File: config.mk
export PLATFORM = sky130hd
export DESIGN_NAME = instr_fetch_queue
export DESIGN_NICKNAME = d
export VERILOG_FILES = /design/src/rtl/ifq_pkg.sv /design/src/rtl/ifq_ram.sv /design/src/rtl/instr_fetch_queue.sv
export SDC_FILE = /design/constraint.sdc
export NUM_CORES = 1
export LEC_CHECK = 0
export BUFFER_PORTS_ARGS = -buffer_cell sky130_fd_sc_hd__buf_2
export CORE_ASPECT_RATIO = 1.25
export CORE_MARGIN = 4
export CORE_UTILIZATION = 54
export CTS_BUF_LIST = sky130_fd_sc_hd__clkbuf_8
export CTS_CLUSTER_SIZE = 24
export DETAILED_ROUTE_END_ITERATION = 10
export PLACE_DENSITY = 0.87
export SLEW_MARGIN = 10
export SYNTH_ARGS = -nofsm -noshare
export SYNTH_HDL_FRONTEND = slang
export SYNTH_SLANG_ARGS = --single-unit
File: constraint.sdc
create_clock -name clk -period 7.5 [get_ports clk]
set_input_delay 2.25 -clock clk [delete_from_list [all_inputs] [get_ports clk]]
set_output_delay 2.25 -clock clk [all_outputs]
set_load 0.01 [all_outputs]
File: src/rtl/ifq_pkg.sv
// Shared types and constants for the instruction fetch queue.
// Optional feature macro: IFQ_BYPASS_EN (see instr_fetch_queue.sv).
package ifq_pkg;

    // One queued instruction: the PC it was fetched from and the raw word.
    typedef struct packed {
        logic [31:0] pc;
        logic [31:0] icode;
    } ifq_entry_t;

    // Shown to dispatch when the queue is empty; decodes to no queue enable.
    localparam logic [31:0] IFQ_EMPTY_ICODE = 32'h0;

    // Sequential fetch advances one 32-bit word at a time.
    localparam logic [31:0] PC_STEP = 32'd4;

    // Redirect targets are forced onto a word boundary.
    function automatic logic [31:0] word_align(input logic [31:0] addr);
        return addr & ~32'h3;
    endfunction

endpackage

File: src/rtl/ifq_ram.sv
// Entry storage for the instruction fetch queue: one synchronous write port
// and one asynchronous read port. Contents are not reset; the top level only
// presents an entry when its pointers say it is valid.
module ifq_ram
    import ifq_pkg::*;
#(
    parameter int DEPTH = 4,
    parameter int AW    = $clog2(DEPTH)
) (
    input  logic          clk,
    input  logic          wr_en,
    input  logic [AW-1:0] wr_addr,
    input  ifq_entry_t    wr_data,
    input  logic [AW-1:0] rd_addr,
    output ifq_entry_t    rd_data
);

    ifq_entry_t mem [DEPTH];

    // Capture a fetched entry into its slot on the rising edge.
    always_ff @(posedge clk) begin
        if (wr_en) begin
            mem[wr_addr] <= wr_data;
        end
    end

    assign rd_data = mem[rd_addr];

endmodule

File: src/rtl/instr_fetch_queue.sv
// Fetch-side instruction queue: owns the fetch PC, issues one outstanding
// request at a time to the instruction cache, buffers {pc, icode} pairs in a
// circular FIFO and hands the head entry to dispatch. A flush redirects the
// fetch PC, empties the queue and drops any word still in flight.
// Optional feature macro: IFQ_BYPASS_EN -- when defined, a word arriving at an
// empty queue is shown to dispatch in the same cycle it is acknowledged.
module instr_fetch_queue
    import ifq_pkg::*;
#(
    parameter int          DEPTH    = 4,
    parameter logic [31:0] PC_RESET = 32'h0040_0000
) (
    input  logic        clk,
    input  logic        rst_n,
    output logic        fetch_req,
    output logic [31:0] fetch_addr,
    input  logic        fetch_ack,
    input  logic [31:0] fetch_data,
    output logic [31:0] ifq_icode,
    output logic [31:0] ifq_pc,
    output logic        ifq_empty,
    input  logic        dispatch_rd_en,
    input  logic        flush_en,
    input  logic [31:0] flush_pc
);

    localparam int AW    = $clog2(DEPTH);
    localparam int PTR_W = AW + 1;

    localparam logic [0:0] ST_IDLE = 1'b0;
    localparam logic [0:0] ST_WAIT = 1'b1;

    logic [0:0]       state;
    logic             discard;
    logic [31:0]      fetch_pc;
    logic [PTR_W-1:0] rd_ptr;
    logic [PTR_W-1:0] wr_ptr;

    logic       full;
    logic       empty;
    logic       ack_in_wait;
    logic       accept;
    logic       bypass_take;
    logic       push;
    logic       pop;
    ifq_entry_t wr_entry;
    ifq_entry_t head_entry;

    // The pointer MSB is a wrap bit, so equal indices mean either full or empty.
    assign full  = (wr_ptr ^ rd_ptr) == {1'b1, {AW{1'b0}}};
    assign empty = (wr_ptr == rd_ptr);

    // An ack only means something while a request is outstanding; a flush or a
    // pending discard turns it into a dropped word.
    assign ack_in_wait = (state == ST_WAIT) && fetch_ack;
    assign accept      = ack_in_wait && !discard && !flush_en;

`ifdef IFQ_BYPASS_EN
    assign bypass_take = empty && accept && dispatch_rd_en;
`else
    assign bypass_take = 1'b0;
`endif

    assign push = accept && !bypass_take;
    assign pop  = dispatch_rd_en && !empty && !flush_en;

    // While a request is outstanding its slot is already accounted for, and
    // only IDLE can issue, so "not full" covers count + outstanding < DEPTH.
    assign fetch_req  = (state == ST_IDLE) && !flush_en && !full;
    assign fetch_addr = fetch_pc;

    assign wr_entry.pc    = fetch_pc;
    assign wr_entry.icode = fetch_data;

    ifq_ram #(
        .DEPTH (DEPTH),
        .AW    (AW)
    ) u_ram (
        .clk     (clk),
        .wr_en   (push),
        .wr_addr (wr_ptr[AW-1:0]),
        .wr_data (wr_entry),
        .rd_addr (rd_ptr[AW-1:0]),
        .rd_data (head_entry)
    );

    // Advance the FIFO pointers; a flush empties the queue outright.
    always_ff @(posedge clk or negedge rst_n) begin
        if (!rst_n) begin
            wr_ptr <= '0;
            rd_ptr <= '0;
        end else if (flush_en) begin
            wr_ptr <= '0;
            rd_ptr <= '0;
        end else begin
            if (push) begin
                wr_ptr <= wr_ptr + 1'b1;
            end
            if (pop) begin
                rd_ptr <= rd_ptr + 1'b1;
            end
        end
    end

    // Track the fetch PC: redirect on flush, step past each accepted word.
    always_ff @(posedge clk or negedge rst_n) begin
        if (!rst_n) begin
            fetch_pc <= PC_RESET;
        end else if (flush_en) begin
            fetch_pc <= word_align(flush_pc);
        end else if (accept) begin
            fetch_pc <= fetch_pc + PC_STEP;
        end
    end

    // Request FSM with a discard flag for a word that a flush has orphaned.
    always_ff @(posedge clk or negedge rst_n) begin
        if (!rst_n) begin
            state   <= ST_IDLE;
            discard <= 1'b0;
        end else begin
            case (state)
                ST_IDLE: begin
                    if (fetch_req) begin
                        state <= ST_WAIT;
                    end
                end
                ST_WAIT: begin
                    if (fetch_ack) begin
                        state   <= ST_IDLE;
                        discard <= 1'b0;
                    end else if (flush_en) begin
                        discard <= 1'b1;
                    end
                end
                default: begin
                    state   <= ST_IDLE;
                    discard <= 1'b0;
                end
            endcase
        end
    end

    // Present the head entry, or the zero pattern when nothing is valid.
    always_comb begin
        ifq_empty = empty;
        ifq_pc    = empty ? 32'h0 : head_entry.pc;
        ifq_icode = empty ? IFQ_EMPTY_ICODE : head_entry.icode;
`ifdef IFQ_BYPASS_EN
        if (empty && accept) begin
            ifq_empty = 1'b0;
            ifq_pc    = fetch_pc;
            ifq_icode = fetch_data;
        end
`endif
    end

endmodule

# Word level (Yosys, flattened, before mapping)
# Memories as Yosys holds them, arrays and structs flattened.
# Cells that the tools add are included.
[word_totals] ram_bits=256 reg_bits=40 memories=1 output_inout_bits=98
[mem_list] name="u_ram.mem" depth=4 word_bits=64 read_ports=1 rd_clocked_by_memory_dff=0 wr=1 line_no="ifq_ram.sv:18" text="ifq_entry_t mem [DEPTH];"
[op_classes] mux=15 n_addsub=3 eq_ne=2 bitwise_logic=2 n_reduce_logical=15
[ops] cell="2-to-1 mux 32 bit" n=4
[ops] cell="adder 32 x 3 -> 32 bit, second input constant" n=1
[ops] cell="2-to-1 mux 3 bit" n=4
[ops] cell="logical AND 1 bit" n=7
[ops] cell="adder 3 x 1 -> 3 bit, second input constant" n=2
[ops] cell="2-to-1 mux 1 bit" n=6
[ops] cell="nonzero test 2 bit" n=3
[ops] cell="logical NOT 1 bit" n=4
[ops] cell="equality test 3 bit" n=1
[ops] cell="equality test 3 bit, second input constant" n=1
[ops] cell="XOR 3 bit" n=1
[ops] cell="one-hot mux 1 bit (2 select lines)" n=1
[ops] cell="AND reduction 2 bit" n=1
[ops] cell="inverter 1 bit" n=1

# Longest topological paths before layout
# Gate-level depths: netlist of the first run.
[logic_depth] ltp_word=6 depth_mapped=6 mapped_depth_nobuf=5

# Modules after synthesis
# From an unflattened synthesis of the first run, not the netlist that was laid out.
[hier_totals] hier_cells=654 area_unflattened_um2=11977.7
[modules_own_cells] module="ifq_ram" n_inst=1 seq_area_each_um2=7687.4 area_each_um2=9341.5 cells_each=338
[modules_own_cells] module="instr_fetch_queue" n_inst=1 seq_area_each_um2=952.2 area_each_um2=2636.3 cells_each=316

# Worst setup path after synthesis of the first run
# OpenSTA, ideal clock, no wires.
[synth_path] path_kind="input -> output" from="input port flush_en" to="output port fetch_req" t_arrival_ns=3.038 t_required_ns=5.250 cell_stages=3 path_slack_ns=2.212 path_cell_list="clkbuf_1 -> clkbuf_1 -> a211oi_1"
[synth_between] elab_chain_len=3
[synth_lines] item="start, declared" line_no="instr_fetch_queue.sv:23" text="input logic flush_en,"
[synth_lines] item="logical NOT 1 bit" line_no="instr_fetch_queue.sv:69" text="assign fetch_req = (state == ST_IDLE) && !flush_en && !full;"
[synth_lines] item="logical AND 1 bit (2 in a row)" line_no="instr_fetch_queue.sv:69"
[synth_lines] item="end, declared" line_no="instr_fetch_queue.sv:15" text="output logic fetch_req,"
# Every way passes these cells.

# Worst setup path in the final report of the first run
# Same ends and word-level chain as after synthesis.

==> flow_metrics.py, run 1 <==
metrics = {
    "outcome": {
        "outcome": "completed",
    },
    "pwr": {
        "p_per_area_nw_per_um2": 265,
        "power_mw": 3.60,
        "ir_drop_mv": 0.162,
        "p_leak_nw": 4.75,
    },
    "clocking": {
        "clk_pin_slew_worst_paths_ns": 0.07,
        "root_buffer": "clkbuf_8",
        "clockBufferDepth": 3,
        "cts_hold_buf": 0,
        "cts_made_buffers": 43,
        "cts.repair.resized": 0,
        "post_cts_buffers": 0,
        "clock_latency_ns": 0.53,
        "clock_sinks": 286,
        "htreeDepth": 2,
        "cts_tree": "built",
    },
    "floorplan": {
        "die_x_um": 139,
        "rows": 59,
        "dieHeight_um": 172,
        "core-area_um2": 21000,
        "ios": 167,
        "start_util_pct": 55.4,
        "fp.dieArea_um2": 24000,
    },
    "logic_synthesis": {
        "synth-main-ff-cell": "edfxtp_1",
        "synth_edf_count": 248,
        "synth.most_common_cell": "edfxtp_1",
        "ys_ff_latch": 286,
        "ys_warn_count": 0,
        "ys_seq_area_share_pct": 72.0,
        "synth_area_leaders": "edfxtp_1, mux4_2, dfrtp_1",
        "ys_types": 45,
        "synth_cells": 658,
        "synth_common_cells": "edfxtp_1, nor2b_1, mux4_2, dfrtp_1, nand2_1",
        "ys_async_sr_fraction_pct": 13.3,
        "synth_largest_area_cell": "edfxtp_1",
        "synth_top_area_share_pct": 63.8,
        "syn_area_um2": 11700,
        "synth.avg_cell_area_um2": 17.7,
    },
    "detailed_routing": {
        "drtIter0Drc": 564,
        "routed_via_density": 5.81,
        "routed_wl_mm": 23.7,
        "drc": 0,
        "dr.pass1.iters": 5,
        "via_count": 6623,
        "wire_per_inst_um": 20.8,
        "ant_nets": 0,
    },
    "timing": {
        "fmax_ghz": 0.179,
        "timing.final.crit_period_ns": 5.57,
        "finalHoldViolations": 0,
        "final_max_slew_viol_count": 0,
        "period_share_pct": 74.3,
        "timing.setup.tns_ns": 0,
        "grt_setup_unrepaired": "false",
        "setup_viol": 0,
        "relSlewSlack_pct": 30.0,
        "worstMarginPinSlew_ns": 1.05,
        "skew_ns": 0.0130,
    },
    "setup_path": {
        "reg2reg_slack_ns": 5.17,
        "crit_family": "buffers and inverters",
        "crit_type": "in2out",
        "r2r-start": "fetch_addr[6]",
        "cp.arrival_ns": 3.32,
        "max_stage_delay_ns": 0.51,
        "cpMaxStageDelayCell": "a211oi_1",
        "path_cells": "buf_2 -> a211oi_1 -> buf_2",
        "r2r.worst_path.cells": 4,
        "worstSetupEndpointType": "primary output",
        "worst_path_most_repeated_cell": "buf_2",
        "crit_end": "fetch_req",
        "crit_start": "flush_en",
        "cp_num_cells": 3,
        "worst-path-max-fanout": 45,
        "rr_endpoint": "fetch_addr[28]",
        "required_ns": 5.25,
        "start_kind": "input pin",
        "crit_buf_inv": 2,
    },
    "global_routing": {
        "first_global_vias": 7045,
        "track_usage_pct": 20.0,
        "grt-ovfl-total": 0,
        "grt_pass1_wl_mm": 37.8,
        "grt_max_degree": 66,
        "antenna_found_initial": 0,
    },
    "place": {
        "placedCellCount": 1059,
        "dp_hpwl_mm": 13.9,
        "port_buffers": 160,
        "globalplace.congestion": 0.810,
    },
    "final_layout": {
        "drive_above_1_share_pct": 35.8,
        "fin_cells": 1139,
        "n_antenna_cell": 0,
        "fin_nets": 905,
        "fin_util_pct": 64.6,
        "syn2layout_area_growth_pct": 16.4,
    },
    "run": {
        "maxCapViolations": 0,
    },
    "worst_hold_path": {
        "hp-class": "reg2reg",
    },
}
-- tightest hold or removal path: stages (launching register included) --
cell and delay (ns):
dfstp_2 0.41, o21ai_0 0.08, a31oi_1 0.08
-- routing by layer --
| layer | vias up | wire length, um | track usage, % |
|---|---|---|---|
| met4 | 0 | 424 | 6.09 |
| met2 | 275 | 12700 | 35.9 |
| met3 | 36 | 1620 | 3.93 |
| met1 | 3359 | 9020 | 25.0 |
| li1 | 2953 | - | - |
| met5 | - | 0 | 0 |
-- power by group --
group | switching (mW) | leakage (nW) | total [mW] | internal [mW]
logic | 0.227 | 1.59 | 0.434 | 0.207
registers | 0.0788 | 2.68 | 1.86 | 1.78
clock network | 0.587 | 0.483 | 1.31 | 0.719
-- sequential cells by signal, summed over array words and instances, names as in the netlist --
| signal | cells |
|---|---|
| state | 1 |
| discard | 1 |
| wr_ptr | 3 |
| fetch_addr | 30 |
| u_ram.mem | 248 |
| rd_ptr | 3 |
-- placed cells by master, fill, tap and decap left out, types with 3 or more instances in the layout --
cell / Yosys / final
edfxtp_1: 248 / 248
buf_2: 9 / 160
nor2b_1: 65 / 65
mux4_2: 62 / 62
clkbuf_8: 0 / 46
dfrtp_1: 37 / 35
nand2_1: 25 / 25
nor2_1: 22 / 22
o21ai_0: 18 / 18
nand3_1: 16 / 16
nand4_1: 15 / 15
clkinv_2: 0 / 15
a31oi_1: 14 / 14
xor2_1: 13 / 13
o31ai_1: 11 / 11
or4_1: 9 / 9
clkinv_1: 0 / 8
inv_1: 5 / 7
ha_1: 6 / 6
a21oi_1: 5 / 5
and4_1: 5 / 5
and3_4: 0 / 4
and2_1: 4 / 4
or3_1: 4 / 4
conb_1: 1 / 4
bufinv_16: 0 / 4
and3_1: 7 / 3
a22oi_1: 3 / 3
or3_2: 3 / 3
xnor2_1: 3 / 3
buf_4: 4 / 3
-- logic make-up after synthesis --
family	count (synthesis)	share of synthesized area, %
buffers and inverters	44	1.87
AND/OR/NAND/NOR	185	9.12
flip-flops	286	72.0
XOR/XNOR	16	1.20
other	1	0.0321
AO/OA/AOI/OAI	56	2.99
adder cells (fa/ha/maj)	6	0.644
multiplexers	64	12.1
-- through the flow --
stage / instance area (um2) / hold slack [ns] / setup WS, ns
6_report: 13600 / 0.565 / 1.93
4_1_cts: 13600 / 0.567 / 1.96
5_1_grt: 13600 / 0.595 / 1.86
3_5_place_dp: 12700 / 0.545 / 1.97
2_1_floorplan: 11700 / 0.496 / 2.21
3_3_place_gp: 12700 / 0.516 / 1.97
-- how the worst min path moves through the flow --
stage | start | to | cells after the start
global placement | discard | discard | 2
global route | rd_ptr[2] | rd_ptr[2] | 2
detailed placement | discard | discard | 2
CTS | fetch_addr[22] | fetch_addr[22] | 2
floorplan | discard | discard | 2
finish | fetch_addr[22] | fetch_addr[22] | 2
-- cell type report --
class                   count  area [um2]
fillers                  1467        7460
flip-flops and latches    286        8410
well taps                 274         343
multi-input cells         331        3080
clock inverters            34         274
inverters                   5        18.8
clock buffers              46         633
repair buffers            163         823
(Power assumes the default switching activity.)
==> run 2, diff against run 1 <==
- ABC_AREA: not set -> 1
- PLACE_DENSITY: 0.87 -> 0.89
- clock period: 7.5 -> 4.8 ns (I/O delays scaled with it)
==> run 2 against run 1 <==
- hold slack lost 0.049 ns
- clock skew grew 0.0067 ns
- highest routed layer unchanged
- largest cell class unchanged
- sequential power grew 57%
- core utilization decreased by 0.52 points
- register-to-register slack got worse by 2.9 ns
- global-route usage increased by 1.8 points
- combinational power rose by 110%
- sequential share of layout area down 3.4 points
- final area increased by 5.8%
- critical endpoint is now ifq_pc[16]
==> flow_metrics.py, run 2 <==
metrics = {
    "setup_path": {
        "worstSetupEndpointType": "primary output",
        "start_kind": "flip-flop",
        "path_cells": "buf_4 -> buf_4 -> nor2_1 -> o32ai_1 -> nand2_1 -> inv_1 -> buf_2",
        "r2r.worst_path.cells": 6,
        "cp.arrival_ns": 2.96,
        "cp_num_cells": 7,
        "crit_end": "ifq_pc[16]",
        "rr_endpoint": "rd_ptr[0]",
        "worst-path-max-fanout": 77,
        "crit_family": "buffers and inverters",
        "reg2reg_slack_ns": 2.22,
        "crit_buf_inv": 4,
        "r2r-start": "rd_ptr[1]",
        "crit_type": "reg2out",
        "crit_start": "rd_ptr[0]",
        "required_ns": 3.36,
        "worst_path_most_repeated_cell": "buf_4",
        "max_stage_delay_ns": 0.69,
        "cpMaxStageDelayCell": "buf_4",
    },
    "floorplan": {
        "core-area_um2": 22400,
        "ios": 167,
        "fp.dieArea_um2": 25600,
        "start_util_pct": 55.5,
        "rows": 61,
        "die_x_um": 144,
        "dieHeight_um": 178,
    },
    "logic_synthesis": {
        "synth_edf_count": 248,
        "ys_seq_area_share_pct": 67.5,
        "synth-main-ff-cell": "edfxtp_1",
        "synth_common_cells": "edfxtp_1, nor2_1, nand2_1, inv_1, o21ai_0",
        "ys_warn_count": 0,
        "ys_ff_latch": 286,
        "ys_async_sr_fraction_pct": 13.3,
        "synth_largest_area_cell": "edfxtp_1",
        "synth.most_common_cell": "edfxtp_1",
        "syn_area_um2": 12400,
        "synth.avg_cell_area_um2": 11.0,
        "synth_cells": 1135,
        "ys_types": 36,
        "synth_area_leaders": "edfxtp_1, dfrtp_1, nor2_1",
        "synth_top_area_share_pct": 59.8,
    },
    "pwr": {
        "pwr-share-comb_pct": 16.0,
        "p_per_area_nw_per_um2": 403,
        "p_seq_share_pct": 50.3,
        "internal-power_mw": 4.22,
        "switching_share_pct": 27.3,
        "clkPwrFrac_pct": 33.7,
        "ir_drop_mv": 0.235,
        "p_leak_nw": 5.92,
        "p_switching_mw": 1.58,
    },
    "clocking": {
        "clock_sinks": 286,
        "clk_pin_slew_worst_paths_ns": 0.07,
        "cts_tree": "built",
        "cts.repair.resized": 0,
        "clockBufferDepth": 3,
        "post_cts_buffers": 0,
        "htreeDepth": 2,
        "clock_latency_ns": 0.52,
        "cts_made_buffers": 41,
        "cts_hold_buf": 0,
        "root_buffer": "clkbuf_8",
    },
    "worst_hold_path": {
        "hp-class": "reg2reg",
    },
    "global_routing": {
        "grt_max_degree": 82,
        "first_global_vias": 8732,
        "antenna_found_initial": 0,
        "grt-ovfl-total": 0,
        "track_usage_pct": 21.8,
        "grt_pass1_wl_mm": 43.7,
    },
    "timing": {
        "skew_ns": 0.0196,
        "grt_setup_unrepaired": "false",
        "finalHoldViolations": 0,
        "worstMarginPinSlew_ns": 0.893,
        "timing.setup.tns_ns": 0,
        "setup_viol": 0,
        "period_share_pct": 91.8,
        "fmax_ghz": 0.227,
        "final_max_slew_viol_count": 0,
        "relSlewSlack_pct": 40.4,
        "timing.final.crit_period_ns": 4.40,
    },
    "final_layout": {
        "seq_area_um2": 8410,
        "syn2layout_area_growth_pct": 15.4,
        "largest_reg_flops": 248,
        "multi_input_area_um2": 3350,
        "n_antenna_cell": 0,
        "final_cell_area_um2": 14400,
        "regMostFlops": "u_ram.mem",
        "fin_nets": 1374,
        "layout_common_cells": "edfxtp_1, nor2_1, nand2_1",
        "n_fill_cell": 1649,
        "final_common_cell": "edfxtp_1",
        "drive_above_1_share_pct": 20.0,
    },
    "detailed_routing": {
        "drtIter0Drc": 760,
        "drc": 0,
        "via_count": 8835,
        "wire_per_inst_um": 17.4,
        "routed_wl_mm": 28.0,
        "ant_nets": 0,
        "dr.pass1.iters": 5,
        "routed_via_density": 5.48,
    },
    "place": {
        "placedInstanceArea_um2": 13500,
        "dp_hpwl_mm": 17.2,
        "port_buffers": 160,
        "globalplace.congestion": 0.900,
    },
    "run": {
        "maxCapViolations": 0,
    },
    "outcome": {
        "outcome": "completed",
    },
}
run 2: cell types whose count changed after synthesis, moves of 22 or more:
cell	change
inv_1	+96
nor2b_1	-65
nand3_1	+22
o21ai_0	+53
nand2_1	+192
nor2_1	+210
mux4_2	-62
o32ai_1	+62
run 2: per-stage QoR:
| step | setup WS [ns] | utilization [%] | cells | hold WS, ns | power [mW] |
|---|---|---|---|---|---|
| 5_1_grt | 0.189 | 64.0 | 1611 | 0.535 | 6.08 |
| 2_1_floorplan | -0.241 | - | 1138 | 0.454 | 3.55 |
| 6_report | 0.395 | 64.0 | 1611 | 0.515 | 5.80 |
| 3_3_place_gp | 0.965 | 60.2 | 1539 | 0.467 | 3.86 |
| 3_5_place_dp | 0.974 | 60.2 | 1539 | 0.491 | 3.89 |
| 4_1_cts | 0.384 | 64.0 | 1611 | 0.500 | 5.84 |
run 2: worst min path at each step:
stage | slack (ns) | startpoint | endpoint | depth (start not counted)
floorplan | 0.45 | wr_ptr[2] | wr_ptr[2] | 1
global placement | 0.47 | wr_ptr[2] | wr_ptr[2] | 1
detailed placement | 0.49 | wr_ptr[2] | wr_ptr[2] | 1
CTS | 0.50 | wr_ptr[2] | wr_ptr[2] | 1
global route | 0.54 | wr_ptr[2] | wr_ptr[2] | 1
finish | 0.52 | wr_ptr[2] | wr_ptr[2] | 1
run 2: cell type report:
cell class                 instances  share of cell area (%)
sequential                       286                    58.5
multi-input combinational        688                    23.3
timing repair buffer             179                    7.09
clock buffer                      49                    4.69
inverter                         103                    2.71
tap                              283                    2.46
clock inverter                    23                    1.25
run 2: logic make-up (layout without fill, tap and decap cells):
group,count (synthesis),count (layout),synth area share (%)
buf+inv,164,354,6.00
flops,286,286,67.5
fa+ha+maj,6,6,0.603
simple gates,509,509,16.6
compound gates,154,154,8.27
xor+xnor,15,15,1.06
other cells,1,4,0.0301
run 2: metal layers:
metal	vias up	global-route usage (%)	part of all wire [%]
met5	-	0	0
li1	4203	-	-
met2	370	39.3	53
met3	60	3.53	7.0
met4	0	7.85	2.5
met1	4202	26.3	38
run 2: power groups by stage:
stage          registers, mW  logic, mW  clock network, mW
2_1_floorplan           2.94      0.612                  0
3_3_place_gp            2.96      0.905                  0
3_5_place_dp            2.97      0.928                  0
4_1_cts                 2.91      0.937               1.99
5_1_grt                 2.93       1.03               2.12
6_report                2.92      0.927               1.95
